<file path="src/rtl/imem_loader_pkg.sv">
// Constants and FSM encoding shared by the program loader, the Datapath and benches.
package imem_pkg;

    localparam int IMEM_ADDR_W = 8;
    localparam int INSTR_W     = 16;

    // add R0,R0,R0 -- architectural no-op used to fill unloaded memory
    localparam logic [INSTR_W-1:0] NOP_WORD = 16'h0000;

    typedef enum logic [2:0] {
        IDLE = 3'd0,
        LOAD = 3'd1,
        PAD  = 3'd2,
        HOLD = 3'd3,
        RUN  = 3'd4
    } state_t;

    // True while a load sequence is in flight and the core must stay parked
    function automatic logic is_loading(input state_t s);
        return (s == LOAD) || (s == PAD) || (s == HOLD);
    endfunction

endpackage

</file>
<file path="src/rtl/imem_loader_hold_timer.sv">
// Loadable down-counter that flags the last cycle of the post-load reset hold.
module hold_timer #(
    parameter int CNT_W = 2
) (
    input  logic             clk,
    input  logic             rst,
    input  logic             load,
    input  logic [CNT_W-1:0] load_val,
    input  logic             en,
    output logic             expire
);

    logic [CNT_W-1:0] cnt;

    // Preload on entry to the hold window, then count down while enabled
    always_ff @(posedge clk or negedge rst) begin
        if (!rst) begin
            cnt <= '0;
        end else if (load) begin
            cnt <= load_val;
        end else if (en && (cnt != '0)) begin
            cnt <= cnt - CNT_W'(1);
        end
    end

    assign expire = en && (cnt == '0);

endmodule

</file>
<file path="src/rtl/imem_loader.sv">
// Program loader: streams instruction words into instruction memory from
// address 0, pads the tail with a no-op, then releases the core from reset.
module imem_loader
    import imem_pkg::*;
#(
    parameter int                 DATA_W   = INSTR_W,
    parameter int                 ADDR_W   = IMEM_ADDR_W,
    parameter logic [DATA_W-1:0]  PAD_WORD = NOP_WORD,
    parameter int                 HOLD_CYC = 4
) (
    input  logic              clk,
    input  logic              rst,
    input  logic              load_start,
    input  logic              in_valid,
    input  logic [DATA_W-1:0] in_data,
    input  logic              in_last,
    output logic              in_ready,
    output logic              imem_we,
    output logic [ADDR_W-1:0] imem_addr,
    output logic [DATA_W-1:0] imem_wdata,
    output logic              core_rst,
    output logic              loading,
    output logic              done,
    output logic              err_overflow,
    output logic [ADDR_W:0]   word_count
);

    // Hold values run 0..HOLD_CYC-1, so clog2(HOLD_CYC) bits suffice
    localparam int TMR_W = (HOLD_CYC > 1) ? $clog2(HOLD_CYC) : 1;

    localparam logic [ADDR_W-1:0] PTR_MAX = '1;
    localparam logic [ADDR_W-1:0] PTR_ONE = ADDR_W'(1);
    localparam logic [ADDR_W:0]   CNT_ONE = (ADDR_W+1)'(1);
    localparam logic [ADDR_W:0]   CNT_MAX = {1'b1, {ADDR_W{1'b0}}};
    localparam logic [TMR_W-1:0]  TMR_LD  = TMR_W'(HOLD_CYC - 1);

    state_t            state, state_n;
    logic [ADDR_W-1:0] ptr, ptr_n;
    logic              we_n;
    logic [ADDR_W-1:0] addr_n;
    logic [DATA_W-1:0] wdata_n;
    logic              err_n;
    logic [ADDR_W:0]   cnt_n;
    logic              xfer;
    logic              tmr_load;
    logic              tmr_expire;

    assign xfer = in_valid && in_ready;

    hold_timer #(
        .CNT_W (TMR_W)
    ) u_hold_timer (
        .clk      (clk),
        .rst      (rst),
        .load     (tmr_load),
        .load_val (TMR_LD),
        .en       (state == HOLD),
        .expire   (tmr_expire)
    );

    // State and write pointer
    always_ff @(posedge clk or negedge rst) begin
        if (!rst) begin
            state <= IDLE;
            ptr   <= '0;
        end else begin
            state <= state_n;
            ptr   <= ptr_n;
        end
    end

    // Next state, next write beat and bookkeeping; a load request from IDLE
    // or RUN restarts the pointer, the word count and the overflow flag
    always_comb begin
        state_n  = state;
        ptr_n    = ptr;
        we_n     = 1'b0;
        addr_n   = imem_addr;
        wdata_n  = imem_wdata;
        err_n    = err_overflow;
        cnt_n    = word_count;
        tmr_load = 1'b0;

        case (state)
            IDLE, RUN: begin
                if (load_start) begin
                    state_n = LOAD;
                    ptr_n   = '0;
                    cnt_n   = '0;
                    err_n   = 1'b0;
                end
            end
            LOAD: begin
                if (xfer) begin
                    we_n    = 1'b1;
                    addr_n  = ptr;
                    wdata_n = in_data;
                    if (word_count != CNT_MAX) begin
                        cnt_n = word_count + CNT_ONE;
                    end
                    if (ptr == PTR_MAX) begin
                        // Memory full: this word ends the load whether or not it was last
                        state_n  = HOLD;
                        tmr_load = 1'b1;
                        if (!in_last) begin
                            err_n = 1'b1;
                        end
                    end else begin
                        ptr_n = ptr + PTR_ONE;
                        if (in_last) begin
                            state_n = PAD;
                        end
                    end
                end
            end
            PAD: begin
                we_n    = 1'b1;
                addr_n  = ptr;
                wdata_n = PAD_WORD;
                if (ptr == PTR_MAX) begin
                    state_n  = HOLD;
                    tmr_load = 1'b1;
                end else begin
                    ptr_n = ptr + PTR_ONE;
                end
            end
            HOLD: begin
                if (tmr_expire) begin
                    state_n = RUN;
                end
            end
            default: begin
                state_n = IDLE;
            end
        endcase
    end

    // Registered outputs, derived from the state being entered so they line
    // up with it; core_rst is low only in RUN
    always_ff @(posedge clk or negedge rst) begin
        if (!rst) begin
            in_ready     <= 1'b0;
            imem_we      <= 1'b0;
            imem_addr    <= '0;
            imem_wdata   <= '0;
            core_rst     <= 1'b1;
            loading      <= 1'b0;
            done         <= 1'b0;
            err_overflow <= 1'b0;
            word_count   <= '0;
        end else begin
            in_ready     <= (state_n == LOAD);
            imem_we      <= we_n;
            imem_addr    <= addr_n;
            imem_wdata   <= wdata_n;
            core_rst     <= (state_n != RUN);
            loading      <= is_loading(state_n);
            done         <= (state_n == RUN);
            err_overflow <= err_n;
            word_count   <= cnt_n;
        end
    end

endmodule

</file>
<file path="config.mk">
export PLATFORM = sky130hd
export DESIGN_NAME = imem_loader
export DESIGN_NICKNAME = d
export VERILOG_FILES = /design/src/rtl/imem_loader_pkg.sv /design/src/rtl/imem_loader_hold_timer.sv /design/src/rtl/imem_loader.sv
export SDC_FILE = /design/constraint.sdc
export NUM_CORES = 1
export LEC_CHECK = 0
export CAP_MARGIN = 10
export CORE_MARGIN = 2
export CORE_UTILIZATION = 45
export CTS_CLUSTER_SIZE = 25
export DETAILED_ROUTE_END_ITERATION = 10
export GPL_TIMING_DRIVEN = 0
export PLACE_DENSITY = 0.84
export RECOVER_POWER = 50
export SETUP_SLACK_MARGIN = 0.05
export SKIP_CTS_REPAIR_TIMING = 1
export SLEW_MARGIN = 10
export SYNTH_ARGS = -nofsm -noshare
export SYNTH_HDL_FRONTEND = slang
export SYNTH_SLANG_ARGS = --single-unit
</file>
<file path="constraint.sdc">
create_clock -name clk -period 2.1 [get_ports clk]
set_input_delay 0.42 -clock clk [delete_from_list [all_inputs] [get_ports clk]]
set_output_delay 0.42 -clock clk [all_outputs]
set_load 0.03 [all_outputs]
</file>
# After elaboration in Yosys (flattened, before gate mapping)

Index checks and enable logic that the tools add are counted.
W data, S select, Z words.

Bits in read-only memories: 0
Register bits: 52
Memories: 0
Memory bits (writable): 0
Output and inout port bits: 39
Latch bits: 0
Word-level logic and storage cells: 79

Eq/ne operators: 16
$add $sub $neg: 3
Bitwise operators: 0
Reductions and logical operators: 17
Multipliers: 0
Divide/modulo/power cells: 0
Muxes and demuxes: 31
$lt $le $gt $ge: 0
Shift operators: 0

Operator list:

| cell                  | count |
|---|---|
| $mux W8               | 4 |
| $pmux W16 S2          | 1 |
| $mux W9               | 3 |
| $pmux W8 S3           | 1 |
| $mux W3               | 6 |
| $pmux W9 S2           | 1 |
| $mux W16              | 1 |
| $pmux W8 S2           | 1 |
| $eq A3 B2 Y1 const B  | 4 |
| $pmux W3 S4           | 1 |
| $ne A2 B2 Y1 const B  | 5 |
| $add A9 B1 Y9 const B | 1 |
| $ne A9 B9 Y1 const B  | 1 |
| $add A8 B1 Y8 const B | 1 |
| $eq A8 B8 Y1 const B  | 1 |
| $reduce_bool A2 Y1    | 4 |
| $mux W1               | 7 |
| $eq A3 B1 Y1 const B  | 2 |
| $eq A3 B3 Y1 const B  | 2 |
| $pmux W1 S2           | 3 |
| $reduce_and A5 Y1     | 1 |
| $mux W2               | 2 |
| $reduce_and A4 Y1     | 1 |
| $logic_and A1 B1 Y1   | 3 |
| 9 further kinds       | 10 |

# Logic depth before layout (Yosys ltp)

Word-level depth: 7
Depth in mapped cells: 7
Depth with buffers taken out: 6

# Hierarchy

A second synthesis with hierarchy kept.

Cell total of the unflattened synthesis: 239
Area total of the unflattened synthesis: 2,503.7 um^2

By module, submodules not included:

| module      | area each (um^2) | cells each | times used |
|---|---|---|---|
| imem_loader | 2,366.0          | 225        | 1 |
| hold_timer  | 137.6            | 14         | 1 |

# Worst setup path after synthesis

No wires, ideal clock.

Kind: register to register
Start: register ptr[0]
End: register loading
Stages on the path, launching flop included: 6
Slack: 233 ps
Library setup time: 166 ps
Arrival time: 1,701 ps
Cells stage by stage: dfrtp_1 ha_1 and4_1 and2_1 a2111oi_0 o211ai_1

Word-level cells in the longest chain between the ends: 7

RTL lines:

| item                                                | RTL line                               | RTL |
|---|---|---|
| start, declared                                     | imem_loader.sv:38                      | `logic [ADDR_W-1:0] ptr, ptr_n;` |
| start signal, assigned                              | imem_loader.sv:68                      | `ptr <= ptr_n;` |
| $eq A8 B8 Y1 (*)                                    | imem_loader.sv:101, imem_loader.sv:120 |  |
| $mux W3                                             | imem_loader.sv:101                     | `if (ptr == PTR_MAX) begin` |
| $mux W3                                             | imem_loader.sv:94                      | `if (xfer) begin` |
| $pmux W3 S4 (*)                                     | imem_loader.sv:84                      | `case (state)` |
| $eq A3 B1 Y1 / $eq A3 B2 Y1 (equally long branches) | imem_loader_pkg.sv:20                  | `return (s == LOAD) \|\| (s == PAD) \|\| (s == HOLD);` |
| $logic_or A1 B1 Y1                                  | imem_loader_pkg.sv:20                  |  |
| $logic_or A1 B1 Y1 (*)                              | imem_loader_pkg.sv:20                  |  |
| end signal, assigned                                | imem_loader.sv:157                     | `loading <= is_loading(state_n);` |
| end, declared                                       | imem_loader.sv:22                      | `output logic loading,` |

Mark *: on every way between the ends. The rest lies on a longest branch, timed or not.
A chain may end at the register's enable or synchronous reset.

# Final worst setup path

Start: register state[2]
End: register word_count[8]

Word-level cells in the longest chain between the ends: 4

RTL lines:

| item                                                                       | RTL line           | RTL |
|---|---|---|
| start, declared                                                            | imem_loader.sv:37  | `state_t state, state_n;` |
| start signal, assigned                                                     | imem_loader.sv:67  | `state <= state_n;` |
| $eq A3 B3 Y1 / $logic_not A3 Y1 (equally long branches)                    | imem_loader.sv:84  |  |
| $reduce_or A2 Y1                                                           | imem_loader.sv:84  |  |
| $ne A2 B2 Y1 (no source line) / $reduce_bool A2 Y1 (equally long branches) | n/a                |  |
| $reduce_and A4 Y1 (no source line)                                         | n/a                |  |
| end signal, assigned                                                       | imem_loader.sv:160 | `word_count <= cnt_n;` |
| end, declared                                                              | imem_loader.sv:25  | `output logic [ADDR_W:0] word_count` |

Parallel ways exist; a longest one is shown, timed or not.

==> impl_metrics.csv <==
group,metric,value,unit
die,initial_core_util,47.4,%
setup_path,cp-startpoint,"state[2]",
setup_path,rrSetupSlack,130,ps
place,dpl-instance-area,3150,um^2
synth,synth_flop_cell,"dfrtp_1",
setup_path,crit_path_cell_trace,"buf_6 -> nor3b_2 -> nand2_1 -> clkbuf_1 -> o311ai_1 -> o41ai_1",
setup_path,crit_end,"word_count[8]",
synth,async_reset_ff_share,100,%
clock_network,worst_skew_pair.late_latency,300,ps
synth,ys_warn_count,0,
synth,yosysUniqueCellTypes,46,
global_route,antenna_found_initial,0,
sta,clock.fmax,509,MHz
synth,seq_area_frac_synth,53.1,%
global_route,busiest_layer,"met2",
final_layout,nets,336,
synth,synth_nets,269,
place,io_buffer_count,59,
setup_path,slowest_delay,410,ps
detailed_routing,wl,5330,um
setup_path,worstPathRequired,2270,ps
detailed_routing,vias,2006,
die,dieWidth,77.8,um
detailed_routing,via_per_inst,5.25,
pwr,pwr_density_cell,1240,nW/um^2
pwr,fin_total_pwr,0.00410,W
clock_network,clock-sinks,52,
sta,hold_viol,0,
sta,finalCritPeriodShare,93.6,%
die,std_cell_rows,26,
clock_network,cts_root_buf,"clkbuf_8",
global_route,grt_overflow,0,
sta,slew_violations,0,
clock_network,numCtsBuffers,5,
final_layout,nFillCells,429,
sta,setup_viol,0,
synth,synth_cells,244,
setup_path,r2r_cells,6,
sta,final.min_clock_period,1970,ps
final_layout,area_delta_synth_final,34.6,%
global_route,grt_pass1_vias,1969,
detailed_routing,wl_per_cell,13.9,um
global_route,grt_pass1_wl,9180,um
setup_path,crit_path_start_kind,"flip-flop",
synth,ys_ff_latch,52,
final_layout,layout-drive-gt1-share,11.5,%
sta,worst_pin_slew,1470,ps
global_route,use_met1,24.0,%
synth,synth_edf_count,0,
detailed_routing,ant_nets,0,
clock_network,clock_path_buffers,2,
place,gp_congestion,0.866,
setup_path,regToRegEndpoint,"word_count[8]",
clock_network,htree_num_levels,2,
global_route,grt.met2_usage,30.9,%
status,status,"finished clean",
setup_path,crit_fanout,10,
detailed_routing,drt-initial-drc-count,168,
sta,rsz0062_at_grt,"yes",
flow_run,drv_cap,0,
synth,yosys-top-cells-area,"dfrtp_1 (52%), nand2_1 (7.5%), mux2_2 (4.1%), a21oi_1 (3.9%), mux2i_1 (2.4%)",
setup_path,timing_worst_setup_path_type,"reg2reg",
die,fp.dieH,77.8,um
setup_path,end_kind,"flip-flop",
sta,max_slew_margin,2.24,%
setup_path,arrival,2140,ps
global_route,gr-usage-all-layers,18.5,%
detailed_routing,dr.pass1.iters,4,
place,hpwl,3840,um
synth,yosysTopAreaCell,"dfrtp_1",
clock_network,clk_pin_slew,90,ps
final_layout,finish.instance_area,3300,um^2
setup_path,cp_slowest_cell,"o311ai_1",
synth,yosysTopAreaCellShare,52.0,%
setup_path,regToRegStartpoint,"state[2]",
die,core-area,5170,um^2
pwr,ir_drop,0.648,mV
global_route,grt_start_max_net_pins,28,
die,fp.dieArea,6060,um^2
global_route,met3_usage,4.19,%
synth,synthesis.area,2450,um^2
synth,avgSynthCellArea,10.1,um^2
detailed_routing,drc,0,
pwr,p_leak,1.41,nW
final_layout,diodes,0,
sta,fin_skew,7.38,ps
clock_network,cts_tree,"done",
die,ioPinCount,60,
worst_hold_path,hp-class,"in2async",
## cell usage in the layout (no fill, tap or decap), drive strengths merged, types with 2 or more instances in the layout
cell type / synthesis / layout
clkdlybuf4s50: 0 / 58
nand2b: 7 / 7
a221oi: 5 / 5
nand4: 3 / 3
mux2i: 6 / 6
o21ai: 4 / 4
buf: 6 / 7
nand2: 49 / 49
ha: 4 / 4
nor3b: 2 / 2
xnor2: 5 / 5
or3: 2 / 2
a21oi: 19 / 19
nand3: 7 / 7
nor2: 10 / 10
clkbuf: 5 / 11
dfrtp: 51 / 51
o211ai: 2 / 2
nor4: 3 / 3
inv: 13 / 13
o22ai: 3 / 3
a222oi: 2 / 2
nor4b: 2 / 2
and2: 3 / 3
mux2: 9 / 9
and4: 3 / 3
a211o: 2 / 2
## worst min-delay path by stage
| stage | end |
|---|---|
| 2_1_floorplan | done |
| 3_3_place_gp | err_overflow |
| 3_5_place_dp | imem_we |
| 4_1_cts | u_hold_timer.cnt[1] |
| 5_1_grt | imem_addr[7] |
| 6_report | imem_we |
## logic make-up after synthesis
| logic type | share of synthesized area (%) |
|---|---|
| flip-flops | 53.1 |
| AND/OR/NAND/NOR | 19.4 |
| multiplexers | 6.58 |
| adder cells (fa/ha/maj) | 2.04 |
| buffers and inverters | 4.33 |
| XOR/XNOR | 2.14 |
| AO/OA/AOI/OAI | 12.4 |
## layer usage
metal	vias to the layer above	wire length (um)	share of wire [%]
met4	0	59	1.1
met5	-	0	0
met3	7	309	5.8
li1	983	-	-
met2	52	2630	49
met1	964	2330	44
## synthesized netlist by cell type (2+ instances only)
| library cell | instances |
|---|---|
| inv_1 | 13 |
| a21oi_1 | 19 |
| o22ai_1 | 3 |
| nor4b_1 | 2 |
| and4_1 | 3 |
| o211ai_1 | 2 |
| o21ai_0 | 4 |
| clkbuf_1 | 5 |
| nand3_1 | 7 |
| nand4_1 | 3 |
| and2_1 | 3 |
| dfrtp_1 | 51 |
| buf_2 | 4 |
| a222oi_1 | 2 |
| a221oi_1 | 5 |
| nor4_1 | 3 |
| nand2_1 | 49 |
| or3_1 | 2 |
| ha_1 | 4 |
| mux2i_1 | 6 |
| xnor2_1 | 5 |
| mux2_2 | 9 |
| nand2b_1 | 7 |
| nor2_1 | 10 |
| a211o_1 | 2 |
## critical path: cells and delay by family, from the launching register on
kind	cells	cell delay (ps)
flops	1	390
compound gates	2	540
buf+inv	2	400
simple gates	2	510
## layout make-up
class / count / area, um^2 / area share, %
repair buffers: 60 / 604 / 18.3
clock buffers: 5 / 68.8 / 2.08
plain buffers: 11 / 63.8 / 1.93
inverters: 13 / 48.8 / 1.48
clock inverters: 3 / 42.5 / 1.29
well taps: 70 / 87.6 / 2.65
flip-flops and latches: 52 / 1300 / 39.4
multi-input cells: 168 / 1080 / 32.8
## sequential cells by signal (all words and copies together), names as in the netlist
register          flops
core_rst              1
done                  1
err_overflow          1
imem_addr             8
imem_wdata           16
imem_we               1
in_ready              1
loading               1
ptr                   8
state                 3
u_hold_timer.cnt      2
word_count            9
## power by group
part / internal [W] / total (W) / switching, W
Combinational: 0.000823 / 0.00202 / 0.00120
Clock: 0.000353 / 0.000674 / 0.000321
Sequential: 0.00125 / 0.00140 / 0.000145
## metrics by stage
stage	util (%)	hold WS, ps	std cells	worst slack [ps]	setup TNS, ps
detailed placement	60.8	460	374	-220	-445
global placement	60.5	484	373	-855	-44160
finish	63.9	450	382	135	0
global route	63.9	542	382	-27.0	-43.2
CTS	63.0	132	382	-155	-185
floorplan	-	124	244	233	0
Note: power is estimated with default switching activity, not from simulation.
